**src/rtl/sync_fifo_param_if.sv**
```systemverilog
// Handshake/status bundle for sync_fifo_param.
// master = producer/consumer side, slave = the FIFO.
interface sync_fifo_param_if #(
  parameter int WIDTH = 8,
  parameter int DEPTH = 16
);
  localparam int AW = $clog2(DEPTH);

  logic             winc;
  logic [WIDTH-1:0] wdata;
  logic             rinc;
  logic [WIDTH-1:0] rdata;
  logic             rvalid;
  logic             full;
  logic             empty;
  logic             almost_full;
  logic             almost_empty;
  logic [AW:0]      count;
  logic             clr_err;
  logic             overflow;
  logic             underflow;

  modport master (
    output winc, wdata, rinc, clr_err,
    input  rdata, rvalid, full, empty,
    input  almost_full, almost_empty, count,
    input  overflow, underflow
  );

  modport slave (
    input  winc, wdata, rinc, clr_err,
    output rdata, rvalid, full, empty,
    output almost_full, almost_empty, count,
    output overflow, underflow
  );
endinterface

```
**src/rtl/sync_fifo_param.sv**
```systemverilog
// Single-clock FIFO with count, almost flags and sticky errors.
// Define SYNC_FIFO_FWFT_EN for first-word-fall-through read.
module sync_fifo_param #(
  parameter int WIDTH    = 8,
  parameter int DEPTH    = 16,
  parameter int AF_LEVEL = 12,
  parameter int AE_LEVEL = 4
) (
  input logic              clk,
  input logic              rst,
  sync_fifo_param_if.slave f
);
  localparam int AW = $clog2(DEPTH);
  localparam logic [AW:0] DEP_C = (AW+1)'(DEPTH);
  localparam logic [AW:0] AF_C  = (AW+1)'(AF_LEVEL);
  localparam logic [AW:0] AE_C  = (AW+1)'(AE_LEVEL);
  localparam logic [AW:0] ONE   = (AW+1)'(1);

  logic [WIDTH-1:0] mem [DEPTH];
  logic [AW:0]      wptr;
  logic [AW:0]      rptr;
  logic [AW:0]      cnt;
  logic [AW:0]      cnt_n;
  logic             wr_acc;
  logic             rd_acc;
  logic             ovf_n;
  logic             unf_n;

  // Acceptance uses the registered flags; reset blocks any mem write.
  assign wr_acc = f.winc && !f.full && !rst;
  assign rd_acc = f.rinc && !f.empty && !rst;

  always_comb begin
    cnt_n = cnt;
    unique case (1'b1)
      wr_acc && !rd_acc: cnt_n = cnt + ONE;
      rd_acc && !wr_acc: cnt_n = cnt - ONE;
      default:           cnt_n = cnt;
    endcase
  end

  assign ovf_n = (f.overflow && !f.clr_err)
              || (f.winc && f.full);
  assign unf_n = (f.underflow && !f.clr_err)
              || (f.rinc && f.empty);
  assign f.count = cnt;

  always_ff @(posedge clk) begin
    if (wr_acc) mem[wptr[AW-1:0]] <= f.wdata;
  end

  always_ff @(posedge clk) begin
    if (rst) begin
      wptr           <= '0;
      rptr           <= '0;
      cnt            <= '0;
      f.full         <= 1'b0;
      f.empty        <= 1'b1;
      f.almost_full  <= 1'b0;
      f.almost_empty <= 1'b1;
      f.overflow     <= 1'b0;
      f.underflow    <= 1'b0;
    end else begin
      if (wr_acc) wptr <= wptr + ONE;
      if (rd_acc) rptr <= rptr + ONE;
      cnt            <= cnt_n;
      f.full         <= cnt_n == DEP_C;
      f.empty        <= cnt_n == '0;
      f.almost_full  <= cnt_n >= AF_C;
      f.almost_empty <= cnt_n <= AE_C;
      f.overflow     <= ovf_n;
      f.underflow    <= unf_n;
    end
  end

`ifdef SYNC_FIFO_FWFT_EN
  assign f.rdata  = mem[rptr[AW-1:0]];
  assign f.rvalid = !f.empty;
`else
  always_ff @(posedge clk) begin
    if (rst) begin
      f.rdata  <= '0;
      f.rvalid <= 1'b0;
    end else begin
      f.rvalid <= rd_acc;
      if (rd_acc) f.rdata <= mem[rptr[AW-1:0]];
    end
  end
`endif
endmodule

```
**src/flat_wrapper.sv**
```systemverilog
// flat-port wrapper written by rule: the top's interface ports become plain ports
module sync_fifo_param_flat 
#(
  parameter int WIDTH    = 8,
  parameter int DEPTH    = 16,
  parameter int AF_LEVEL = 12,
  parameter int AE_LEVEL = 4
)
  (clk, rst, f_winc, f_wdata, f_rinc, f_clr_err, f_rdata, f_rvalid, f_full, f_empty, f_almost_full, f_almost_empty, f_count, f_overflow, f_underflow);
  sync_fifo_param_if #(.WIDTH(WIDTH), .DEPTH(DEPTH)) f_i ();
  input logic clk;
  input logic rst;
  input wire logic [$bits(f_i.winc)-1:0] f_winc;
  input wire logic [$bits(f_i.wdata)-1:0] f_wdata;
  input wire logic [$bits(f_i.rinc)-1:0] f_rinc;
  input wire logic [$bits(f_i.clr_err)-1:0] f_clr_err;
  output wire logic [$bits(f_i.rdata)-1:0] f_rdata;
  output wire logic [$bits(f_i.rvalid)-1:0] f_rvalid;
  output wire logic [$bits(f_i.full)-1:0] f_full;
  output wire logic [$bits(f_i.empty)-1:0] f_empty;
  output wire logic [$bits(f_i.almost_full)-1:0] f_almost_full;
  output wire logic [$bits(f_i.almost_empty)-1:0] f_almost_empty;
  output wire logic [$bits(f_i.count)-1:0] f_count;
  output wire logic [$bits(f_i.overflow)-1:0] f_overflow;
  output wire logic [$bits(f_i.underflow)-1:0] f_underflow;
  assign f_i.winc = f_winc;
  assign f_i.wdata = f_wdata;
  assign f_i.rinc = f_rinc;
  assign f_i.clr_err = f_clr_err;
  assign f_rdata = f_i.rdata;
  assign f_rvalid = f_i.rvalid;
  assign f_full = f_i.full;
  assign f_empty = f_i.empty;
  assign f_almost_full = f_i.almost_full;
  assign f_almost_empty = f_i.almost_empty;
  assign f_count = f_i.count;
  assign f_overflow = f_i.overflow;
  assign f_underflow = f_i.underflow;
  sync_fifo_param #(.WIDTH(WIDTH), .DEPTH(DEPTH), .AF_LEVEL(AF_LEVEL), .AE_LEVEL(AE_LEVEL)) u_core (.clk(clk), .rst(rst), .f(f_i));
endmodule
```
**config.mk**
```make
export PLATFORM = sky130hd
export DESIGN_NAME = sync_fifo_param_flat
export DESIGN_NICKNAME = d
export VERILOG_FILES = /design/src/rtl/sync_fifo_param_if.sv /design/src/rtl/sync_fifo_param.sv /design/src/flat_wrapper.sv
export SDC_FILE = /design/constraint.sdc
export NUM_CORES = 1
export LEC_CHECK = 0
export BUFFER_PORTS_ARGS = -buffer_cell sky130_fd_sc_hd__buf_2
export CAP_MARGIN = 10
export CORE_MARGIN = 2
export CORE_UTILIZATION = 60
export DETAILED_ROUTE_END_ITERATION = 6
export PLACE_DENSITY = 0.75
export RECOVER_POWER = 25
export SLEW_MARGIN = 20
export SYNTH_ARGS = -nofsm -noshare
export SYNTH_HDL_FRONTEND = slang
export SYNTH_SLANG_ARGS = --single-unit
```
**constraint.sdc**
```tcl
create_clock -name clk -period 2.8 [get_ports clk]
set_input_delay 0.28 -clock clk [delete_from_list [all_inputs] [get_ports clk]]
set_output_delay 0.28 -clock clk [all_outputs]
set_load 0.005 [all_outputs]
```
; ---- Yosys cells after proc, flatten, opt, wreduce, memory -nomap -nowiden
; Memory sizes are Yosys's and may differ from the RTL's. A register that Yosys moved wholly into a read port is not among the register bits.
; Cells that the tools add are included.
[totals]
elab_cells = 40
out_inout_bits = 20
input_bits = 13
mem_count = 1
ff_bits = 22
ram_bits = 128
[mem_list]
columns = memory, depth, word_bits, rd, rd_clocked_by_memory_dff, wr, line_no
row1 = u_core.mem, 16, 8, 1, 1, 1, sync_fifo_param.sv:19  ; logic [WIDTH-1:0] mem [DEPTH];
[classes]
eq_ne = 1
reduce_logical = 19
muxes = 3
n_lt_le_gt_ge = 2
add_sub_neg = 4
[op_table]
columns = operator, count
row1 = $add 5x1->5 const B, 3
row2 = $logic_and 1x1->1, 10
row3 = $pmux 5 s2, 1
row4 = $logic_not 1->1, 6
row5 = $eq 5x5->1 const B, 1
row6 = $ge 5x4->1 const B, 1
row7 = $le 5x3->1 const B, 1
row8 = $logic_not 5->1, 1
row9 = $sub 5x1->5 const B, 1
row10 = $logic_or 1x1->1, 2
row11 = $mux 1, 2

; ---- Depth between registers and ports, before layout
; Gate-level depths: netlist (run 1).
[logic_depth]
depth_word = 7
mapped_depth = 10
depth_no_buf = 10

; ---- Worst setup path before layout (run 1)
; Ideal clock, no wire load.
[synth_path]
kind = reg2reg
from = register u_core.f.full
to = register u_core.f.full
path_slack_ns = 0.290
arrival_time_ns = 2.393
setup_time_ns = 0.117
n_path_buf = 1
period_less_slack_ns = 2.510
t_required_ns = 2.683
stages_incl_launch_ff = 11
cell_sequence = dfxtp_1 nand2b_1 nor2_1 inv_1 ha_1 buf_6 or4b_4 nor4_4 a211oi_2 xor2_2 and4bb_1
[synth_via]
elab_chain_cells = 7
word_cells_on_any_way = 8
cone_classes = 1 x eq/ne / 1 x mux / 6 x reduce/logical
[synth_rtl]
columns = element, line_no
row1 = "start, declared", sync_fifo_param_if.sv:32  ; output rdata, rvalid, full, empty,
row2 = "start signal, assigned", sync_fifo_param.sv:57  ; f.full <= 1'b0;
row3 = "start signal, assigned", sync_fifo_param.sv:67  ; f.full <= cnt_n == DEP_C;
row4 = $logic_not 1->1 (*), sync_fifo_param.sv:30  ; assign wr_acc = f.winc && !f.full && !rst;
row5 = $logic_and 1x1->1 (*) (2 in series), sync_fifo_param.sv:30
row6 = $logic_not 1->1, sync_fifo_param.sv:37  ; rd_acc && !wr_acc: cnt_n = cnt - ONE;
row7 = $logic_and 1x1->1, sync_fifo_param.sv:37
row8 = $pmux 5 s2 (*), sync_fifo_param.sv:35  ; unique case (1'b1)
row9 = $eq 5x5->1 (*), sync_fifo_param.sv:67
; Every way passes the cells marked *; elsewhere a longest branch is shown, timed or not.
; A chain may end at the register's enable or synchronous reset.

; ---- Worst setup path in the final report (run 1)
; Same ends and word-level chain as after synthesis.

==> flow_metrics.env, run 1 <==
export IMPL_placed_cells=521
export IMPL_vias_per_cell=6.02
export IMPL_wl_mm=11.6
export IMPL_drcViolationCount=0
export IMPL_io_pins=33
export IMPL_cp_cell_sequence="nand2b_1 > nor2_1 > inv_1 > ha_1 > or4b_4 > nor4_4 > a211oi_2 > xor2_2 > and4bb_1"
export IMPL_max_slew_margin_rel_pct=43.8
export IMPL_cp_required_ps=3200
export IMPL_final_layout_size_suffix_gt1_share_pct=26.9
export IMPL_die_h_um=106
export IMPL_fin_crit_sh_pct=93.9
export IMPL_nNetsFinal=424
export IMPL_p_leak_nw=2.39
export IMPL_synth_warnings=0
export IMPL_status="complete, no violations"
export IMPL_multi_input_area_um2=1660
export IMPL_drt_initial_drc_count=280
export IMPL_syn_area_per_cell_um2=17.7
export IMPL_cts_setup_buffers=0
export IMPL_antenna_found_initial=0
export IMPL_cts_tree="done"
export IMPL_drtAntennaViolNets=0
export IMPL_finalSetupViolations=0
export IMPL_detailroute_via_count=3330
export IMPL_critical_path_arrival_ps=3030
export IMPL_grt_max_degree=36
export IMPL_fmax_ghz=0.380
export IMPL_synth_cells=352
export IMPL_startpoint_type="flop"
export IMPL_synth_edf_count=128
export IMPL_fin_crit_ps=2630
export IMPL_cts_sinks=156
export IMPL_gp_congestion=0.839
export IMPL_gr_usage_all_layers_pct=22.3
export IMPL_overflow=0
export IMPL_syn_cell_area_um2=6220
export IMPL_cts_root_buf="clkbuf_8"
export IMPL_power_per_cell_area_nw_per_um2=692
export IMPL_cts_resized=0
export IMPL_crit_buf_inv=1
export IMPL_area_growth_syn_to_layout_pct=14.7
export IMPL_htree_levels=4
export IMPL_crit_slowest_cell="or4b_4"
export IMPL_clk_pin_slew_ps=60
export IMPL_rsz0062_at_grt="false"
export IMPL_num_fill_cells=661
export IMPL_numCtsBuffers=17
export IMPL_critPathTopFamily="simple AND/OR/NAND/NOR gates"
export IMPL_maxSlewViolCount=0
export IMPL_yosysUniqueCellTypes=46
export IMPL_hold_violations=0
export IMPL_drv_cap=0
export IMPL_end_kind="flop"
export IMPL_tns_ps=0
export IMPL_synth_main_ff_cell="edfxtp_1"
export IMPL_clk_latency_ps=520
export IMPL_worstPathMaxFanout=9
export IMPL_tightest_slew_ps=840
export IMPL_io_buffers=32
export IMPL_critical_path_class="reg -> reg"
export IMPL_die_area_um2=11200
export IMPL_register_area_um2=4410
export IMPL_drtPass1Iterations=5
export IMPL_clockBufferDepth=2
export IMPL_routedWlPerCell_um=21.0
export IMPL_coreArea_um2=10200
export IMPL_postCtsHoldBufs=0
export IMPL_antennaDiodeCount=0
export IMPL_instances_no_fill=553
export IMPL_ys_async_sr_fraction_pct=0
export IMPL_hold_class="in -> reg"
export IMPL_grt_pass1_vias=3191
export IMPL_rows=37
export IMPL_yosysSeqAreaShare_pct=70.8
export IMPL_critPathMaxStageDelay_ps=590
export IMPL_die_width_um=106
export IMPL_initial_core_util_pct=61.1
export IMPL_vdd_ir_drop_max_v=0.000383
export IMPL_grt_pass1_wl_mm=17.9
export IMPL_fin_worst_skew_ps=9.78
export IMPL_dpl_hpwl_mm=7.42
export IMPL_synth_seq_cells=156
export IMPL_synthesis_nets=372
where the power goes:
group | internal (mW) | switching (mW) | leakage, nW
clock | 1.22 | 0.824 | 0.258
combinational | 0.154 | 0.172 | 0.749
sequential | 2.55 | 0.0246 | 1.38
total | 3.92 | 1.02 | 2.39
worst paths after layout:
check	end	start	depth (start not counted)	slack [ps]
worst max register to register	u_core.f.full	u_core.f.full	9	170
worst min register to register	u_core.f.rdata[0]	u_core.f.rdata[0]	2	480
worst min-delay path	u_core.f.overflow	f_winc	3	40
worst max-delay path	u_core.f.full	u_core.f.full	9	170
routing by layer:
| layer | share of wire (%) | wire (um) | global-route usage, % |
|---|---|---|---|
| met5 | 0 | 0 | 0 |
| met4 | 1.6 | 184 | 9.30 |
| met3 | 5.0 | 585 | 5.63 |
| met2 | 50 | 5750 | 33.7 |
| met1 | 44 | 5070 | 31.4 |
final cells by class:
cell class / count / area share [%]
tap: 136 / 2.39
sequential: 156 / 61.8
timing repair buffer: 53 / 4.67
multi-input combinational: 168 / 23.3
clock buffer: 24 / 6.46
clock inverter: 8 / 0.965
inverter: 8 / 0.439
cell usage in the layout, fill, tap and decap left out, types with 4 or more instances in the layout:
master and count:
nor2_1 30, nor3_1 4, nand2b_1 14, nand2_1 9, clkbuf_1 13, clkbuf_16 16
ha_1 7, xor2_1 4, inv_1 7, buf_2 24, mux4_2 32, a22o_1 8
a221oi_1 9, nor2b_1 4, buf_4 19, dfxtp_1 27, clkinv_2 4, edfxtp_1 128
o22ai_1 11, a21oi_1 5
sequential cells by signal (all words and copies together) (netlist names):
| register | cells |
|---|---|
| u_core.f.underflow | 1 |
| u_core.f.almost_full | 1 |
| u_core.f.overflow | 1 |
| u_core.f.rvalid | 1 |
| u_core.rptr | 4 |
| u_core.f.rdata | 8 |
| u_core.wptr | 4 |
| u_core.f.count | 5 |
| u_core.f.empty | 1 |
| u_core.f.almost_empty | 1 |
| u_core.f.full | 1 |
| u_core.mem | 128 |
Yosys cell counts (2+ instances only):
| master | n | area, um2 |
|---|---|---|
| a21oi_1 | 5 | 25.0 |
| a221oi_1 | 9 | 78.8 |
| a22o_1 | 8 | 70.1 |
| a22oi_1 | 2 | 15.0 |
| a31o_1 | 2 | 17.5 |
| buf_1 | 2 | 7.51 |
| buf_2 | 3 | 15.0 |
| buf_6 | 5 | 56.3 |
| clkbuf_1 | 8 | 30.0 |
| dfxtp_1 | 28 | 561 |
| edfxtp_1 | 128 | 3840 |
| ha_1 | 7 | 87.6 |
| inv_1 | 7 | 26.3 |
| mux2i_1 | 2 | 20.0 |
| mux4_2 | 32 | 721 |
| nand2_1 | 9 | 33.8 |
| nand2b_1 | 14 | 87.6 |
| nand4_1 | 3 | 18.8 |
| nor2_1 | 30 | 113 |
| nor2b_1 | 4 | 25.0 |
| nor3_1 | 4 | 20.0 |
| o22ai_1 | 11 | 68.8 |
| xnor2_1 | 3 | 26.3 |
| xor2_1 | 4 | 35.0 |
cells by family (layout without fill, tap and decap cells):
kind of cell / count (synthesis) / in the layout / synth area share [%]
mux: 34 / 34 / 11.9
fa+ha+maj: 7 / 7 / 1.41
xor+xnor: 8 / 8 / 1.25
simple gates: 77 / 77 / 7.10
compound gates: 42 / 42 / 5.09
flops: 156 / 156 / 70.8
buf+inv: 28 / 93 / 2.45
stage by stage:
stage,total power [mW],area (um2),utilization [%],hold WS (ps),worst slack [ps]
5_1_grt,5.10,7130,70.0,30.3,31.1
4_1_cts,4.97,7140,70.1,12.8,195
3_3_place_gp,2.94,6610,64.9,474,238
2_1_floorplan,2.85,6220,-,379,290
3_5_place_dp,2.95,6610,64.9,473,181
6_report,4.94,7130,70.0,39.9,171
worst register-to-register path, stage by stage (launching register included):
cell	delay (ps)
dfxtp_1	320
nand2b_1	250
nor2_1	170
inv_1	60
ha_1	420
or4b_4	590
nor4_4	160
a211oi_2	90
xor2_2	250
and4bb_1	210
(Power assumes the default switching activity.)
==> run 2, diff against run 1 <==
--- a/config.mk
+++ b/config.mk
@@ -5,6 +5,7 @@
 export SDC_FILE = /design/constraint.sdc
 export NUM_CORES = 1
 export LEC_CHECK = 0
+export ABC_AREA = 1
 export BUFFER_PORTS_ARGS = -buffer_cell sky130_fd_sc_hd__buf_2
 export CAP_MARGIN = 10
 export CORE_MARGIN = 2
==> flow_metrics.env, run 2 <==
export IMPL_cts_root_buf="clkbuf_8"
export IMPL_yosysUniqueCellTypes=32
export IMPL_die_h_um=107
export IMPL_cts_setup_buffers=0
export IMPL_drv_cap=0
export IMPL_detailroute_via_count=4456
export IMPL_maxSlewViolCount=0
export IMPL_grt_pass1_wl_mm=22.7
export IMPL_hold_violations=0
export IMPL_largest_reg_flops=128
export IMPL_critical_path_class="reg -> reg"
export IMPL_synth_cells=542
export IMPL_wl_mm=14.7
export IMPL_rows=37
export IMPL_placed_cell_area_um2=6700
export IMPL_end_kind="flop"
export IMPL_critical_path_arrival_ps=2570
export IMPL_worstSetupStartpoint="u_core.f.full"
export IMPL_grt_pass1_vias=4345
export IMPL_postCtsHoldBufs=0
export IMPL_ys_async_sr_fraction_pct=0
export IMPL_initial_core_util_pct=61.7
export IMPL_htree_levels=4
export IMPL_numCtsBuffers=17
export IMPL_drtAntennaViolNets=0
export IMPL_startpoint_type="flop"
export IMPL_worstPathMaxFanout=9
export IMPL_clockBufferDepth=2
export IMPL_p_sw_mw=1.25
export IMPL_routedWlPerCell_um=20.1
export IMPL_fin_crit_ps=2140
export IMPL_drcViolationCount=0
export IMPL_coreArea_um2=10300
export IMPL_instances_no_fill=729
export IMPL_p_int_mw=4.27
export IMPL_synth_seq_cells=156
export IMPL_max_slew_margin_rel_pct=43.7
export IMPL_overflow=0
export IMPL_synth_main_ff_cell="edfxtp_1"
export IMPL_fin_worst_skew_ps=6.70
export IMPL_synth_top_cell_area_share_pct=60.3
export IMPL_nNetsFinal=600
export IMPL_rsz0062_at_grt="false"
export IMPL_utilization_pct=70.8
export IMPL_clk_pin_slew_ps=60
export IMPL_die_area_um2=11500
export IMPL_vias_per_cell=6.11
export IMPL_fin_crit_sh_pct=76.5
export IMPL_yosysSeqAreaShare_pct=69.1
export IMPL_p_clk_share_pct=43.4
export IMPL_synth_common_cells="128 x edfxtp_1, 95 x nor2_1, 72 x o21ai_0"
export IMPL_timing_rr_start="u_core.f.full"
export IMPL_tns_ps=0
export IMPL_layout_common_cells="128 x edfxtp_1, 95 x nor2_1, 72 x o21ai_0, 49 x nand2_1"
export IMPL_die_width_um=107
export IMPL_finalSetupViolations=0
export IMPL_pwr_share_comb_pct=9.7
export IMPL_area_growth_syn_to_layout_pct=14.7
export IMPL_io_buffers=32
export IMPL_vdd_ir_drop_max_v=0.000500
export IMPL_p_seq_share_pct=47.0
export IMPL_placed_cells=697
export IMPL_antennaDiodeCount=0
export IMPL_grt_max_degree=67
export IMPL_clk_latency_ps=520
export IMPL_drtPass1Iterations=5
export IMPL_synth_edf_count=128
export IMPL_p_sw_share_pct=22.6
export IMPL_hold_class="in -> reg"
export IMPL_cp_required_ps=3230
export IMPL_yosysTopAreaCell="edfxtp_1"
export IMPL_reg2reg_setup_slack_ps=660
export IMPL_synth_area_top_cells="edfxtp_1 60%, dfxtp_1 8.8%, o21ai_0 5.7%"
export IMPL_dpl_hpwl_mm=8.86
export IMPL_cts_resized=0
export IMPL_fmax_ghz=0.467
export IMPL_yosysMostFrequentCell="edfxtp_1"
export IMPL_min_delay_start="f_winc"
export IMPL_drt_initial_drc_count=401
export IMPL_syn_area_per_cell_um2=11.8
export IMPL_cts_sinks=156
export IMPL_tightest_slew_ps=843
export IMPL_final_common_cell="edfxtp_1"
export IMPL_p_leak_nw=2.66
export IMPL_syn_cell_area_um2=6370
export IMPL_antenna_found_initial=0
export IMPL_synth_warnings=0
export IMPL_cts_tree="done"
export IMPL_power_per_cell_area_nw_per_um2=755
export IMPL_gr_usage_all_layers_pct=27.2
export IMPL_gp_congestion=0.874
export IMPL_status="complete, no violations"
export IMPL_final_layout_size_suffix_gt1_share_pct=16.2
export IMPL_synthesis_nets=562
export IMPL_io_pins=33
export IMPL_design_area_um2=7310
## run 2: path summary, 6_finish.rpt
kind | endpoint | cells past startpoint
worst max-delay path | u_core.f.almost_empty | 13
worst min-delay path | u_core.f.overflow | 3
worst max register to register | u_core.f.almost_empty | 13
worst min register to register | u_core.f.overflow | 2
## run 2: logic make-up after synthesis
family	after synthesis	synth area share [%]
AND/OR/NAND/NOR	190	13.6
flip-flops	156	69.1
AO/OA/AOI/OAI	129	12.0
buffers and inverters	59	3.73
adder cells (fa/ha/maj)	7	1.37
XOR/XNOR	1	0.137
## run 2: final cells by class
class / instances / area (um2)
sequential: 156 / 4410
fill: 690 / 3010
multi-input combinational: 327 / 1730
clock buffer: 22 / 443
timing repair buffer: 49 / 282
clock inverter: 10 / 173
tap: 136 / 170
inverter: 29 / 109
## run 2: worst max-delay path, cell delays in order (launching register included)
cell     delay [ps]
dfxtp_1         320
inv_1            70
nand2_2         140
nor2_1          270
inv_1           110
ha_1            380
inv_1           220
nand3_1         140
o21ai_2          90
nand2_2          80
inv_2            60
nand2_1          40
nand2_1          80
nor2_2           30
## run 2: per-stage QoR
step	hold slack, ps	worst slack, ps	power, mW
finish	18.9	658	5.52
floorplan	379	953	2.98
global route	16.0	421	5.69
global placement	443	696	3.14
CTS	3.99	675	5.53
detailed placement	455	637	3.16
## run 2: power groups by stage
| stage | Clock (mW) | Sequential, mW | Combinational, mW |
|---|---|---|---|
| 3_5_place_dp | 0 | 2.64 | 0.519 |
| 5_1_grt | 2.50 | 2.60 | 0.587 |
| 4_1_cts | 2.41 | 2.59 | 0.526 |
| 3_3_place_gp | 0 | 2.64 | 0.500 |
| 6_report | 2.39 | 2.59 | 0.533 |
| 2_1_floorplan | 0 | 2.64 | 0.336 |
## run 2: per-layer routing
metal	GRT usage (%)	routed length, um	vias up
met4	12.0	441	0
met5	0	0	-
met3	7.72	1250	36
met1	36.0	5760	2129
met2	42.2	7220	261
li1	-	-	2030
==> run 3, diff against run 2 <==
==> constraint.sdc (replaced) <==
create_clock -name clk -period 2.19 [get_ports clk]
set_input_delay 0.219 -clock clk [delete_from_list [all_inputs] [get_ports clk]]
set_output_delay 0.219 -clock clk [all_outputs]
set_load 0.005 [all_outputs]
==> flow_metrics.env, run 3 (synthesis gave the netlist of run 2 again) <==
export IMPL_end_kind="flop"
export IMPL_drv_cap=0
export IMPL_p_total_mw=6.88
export IMPL_numCtsBuffers=17
export IMPL_maxSlewViolCount=0
export IMPL_tns_ps=0
export IMPL_rows=37
export IMPL_final_layout_size_suffix_gt1_share_pct=19.1
export IMPL_critical_path_class="reg -> reg"
export IMPL_detailroute_via_count=4513
export IMPL_clockBufferDepth=2
export IMPL_largest_reg_flops=128
export IMPL_coreArea_um2=10300
export IMPL_startpoint_type="flop"
export IMPL_fin_worst_skew_ps=10.9
export IMPL_die_width_um=107
export IMPL_cp_required_ps=2620
export IMPL_worstPathMaxFanout=8
export IMPL_die_area_um2=11500
export IMPL_die_h_um=107
export IMPL_finalSetupViolations=0
export IMPL_routedWlPerCell_um=19.1
export IMPL_max_slew_margin_rel_pct=49.7
export IMPL_drcViolationCount=0
export IMPL_drtAntennaViolNets=0
export IMPL_cts_tree="done"
export IMPL_initial_core_util_pct=61.7
export IMPL_htree_levels=4
export IMPL_fin_crit_sh_pct=91.1
export IMPL_dpl_hpwl_mm=8.76
export IMPL_antennaDiodeCount=0
export IMPL_final_common_cell="edfxtp_1"
export IMPL_vias_per_cell=6.02
export IMPL_grt_pass1_vias=4370
export IMPL_grt_pass1_wl_mm=22.6
export IMPL_status="complete, no violations"
export IMPL_power_per_cell_area_nw_per_um2=920
export IMPL_critical_path_arrival_ps=2420
export IMPL_overflow=0
export IMPL_clk_latency_ps=520
export IMPL_fmax_ghz=0.501
export IMPL_io_buffers=32
export IMPL_fin_crit_ps=2000
export IMPL_tightest_slew_ps=754
export IMPL_io_pins=33
export IMPL_wl_mm=14.3
export IMPL_grt_max_degree=67
export IMPL_nNetsFinal=621
export IMPL_drtPass1Iterations=5
export IMPL_cts_root_buf="clkbuf_8"
export IMPL_hold_violations=0
export IMPL_rsz0062_at_grt="false"
export IMPL_cts_resized=0
export IMPL_area_growth_syn_to_layout_pct=17.3
export IMPL_gp_congestion=0.837
export IMPL_vdd_ir_drop_max_v=0.000559
export IMPL_antenna_found_initial=0
export IMPL_gr_usage_all_layers_pct=26.8
export IMPL_p_leak_nw=2.77
export IMPL_hold_class="in -> reg"
export IMPL_clk_pin_slew_ps=60
export IMPL_drt_initial_drc_count=464
export IMPL_layout_common_cells="128 x edfxtp_1, 95 x nor2_1, 72 x o21ai_0, 49 x nand2_1, 32 x buf_4"
export IMPL_cts_sinks=156
-- run 3: cell types whose count changed in the layout (fill, tap and decap cells not counted) --
cell           delta
buf_12            +2
buf_4            +15
bufinv_16         -3
clkbuf_1          -2
clkbuf_8          +3
clkinv_1          -2
clkinv_2          -1
clkinv_4          +2
clkinvlp_4        +2
dlygate4sd3_1     +4
inv_6             +1
-- run 3: final timing paths --
| check | from | cells after the start | slack [ps] | endpoint |
|---|---|---|---|---|
| worst max-delay path | u_core.f.empty | 14 | 190 | u_core.f.almost_empty |
| worst min-delay path | f_rinc | 3 | 70 | u_core.f.rvalid |
| worst max register to register | u_core.f.empty | 14 | 190 | u_core.f.almost_empty |
| worst min register to register | u_core.wptr[2] | 2 | 510 | u_core.wptr[2] |
-- run 3: cell type report --
class | instances | area (um2)
sequential | 156 | 4410
inverter | 29 | 109
clock inverter | 9 | 111
timing repair buffer | 70 | 474
clock buffer | 23 | 477
tap | 136 | 170
multi-input combinational | 327 | 1730
fill | 669 | 2850
-- run 3: what timing repair did --
| item | 4_1_cts | 5_1_grt |
|---|---|---|
| buffers inserted | 0 | 0 |
| hold endpoints to repair | 2 | 0 |
| setup endpoints to repair | 0 | 1 |
| hold buffers | 4 | 0 |
-- run 3: through the flow --
stage	instance area (um2)	utilization [%]	setup WS, ps	hold slack, ps	instances
2_1_floorplan	6370	-	343	318	542
3_3_place_gp	6850	66.4	296	446	714
3_5_place_dp	6850	66.4	179	467	714
4_1_cts	7480	72.5	170	53.1	750
5_1_grt	7480	72.4	12.8	58.2	750
6_report	7480	72.4	195	66.9	750
-- run 3: critical path, stage by stage, from the launching register on --
cell,delay [ps]
dfxtp_1,480
inv_2,80
nand2_4,130
nor2_8,60
nand3_1,80
nand2_1,90
ha_1,190
a21oi_1,170
inv_1,90
nand4_1,140
nand3_2,100
nand2_2,90
inv_2,50
nor2_4,100
nor2_2,40
-- run 3: layer usage --
layer / up-vias / part of all wire, % / global-route usage (%)
li1: 2078 / - / -
met4: 0 / 1.9 / 11.0
met2: 252 / 48 / 40.8
met5: - / 0 / 0
met3: 24 / 8.8 / 6.81
met1: 2159 / 41 / 37.1
-- run 3: report_power, final --
group	internal, mW	total (mW)	switching [mW]
Sequential	3.27	3.32	0.0449
Clock	1.75	2.87	1.12
Combinational	0.235	0.694	0.459
Total	5.25	6.88	1.62
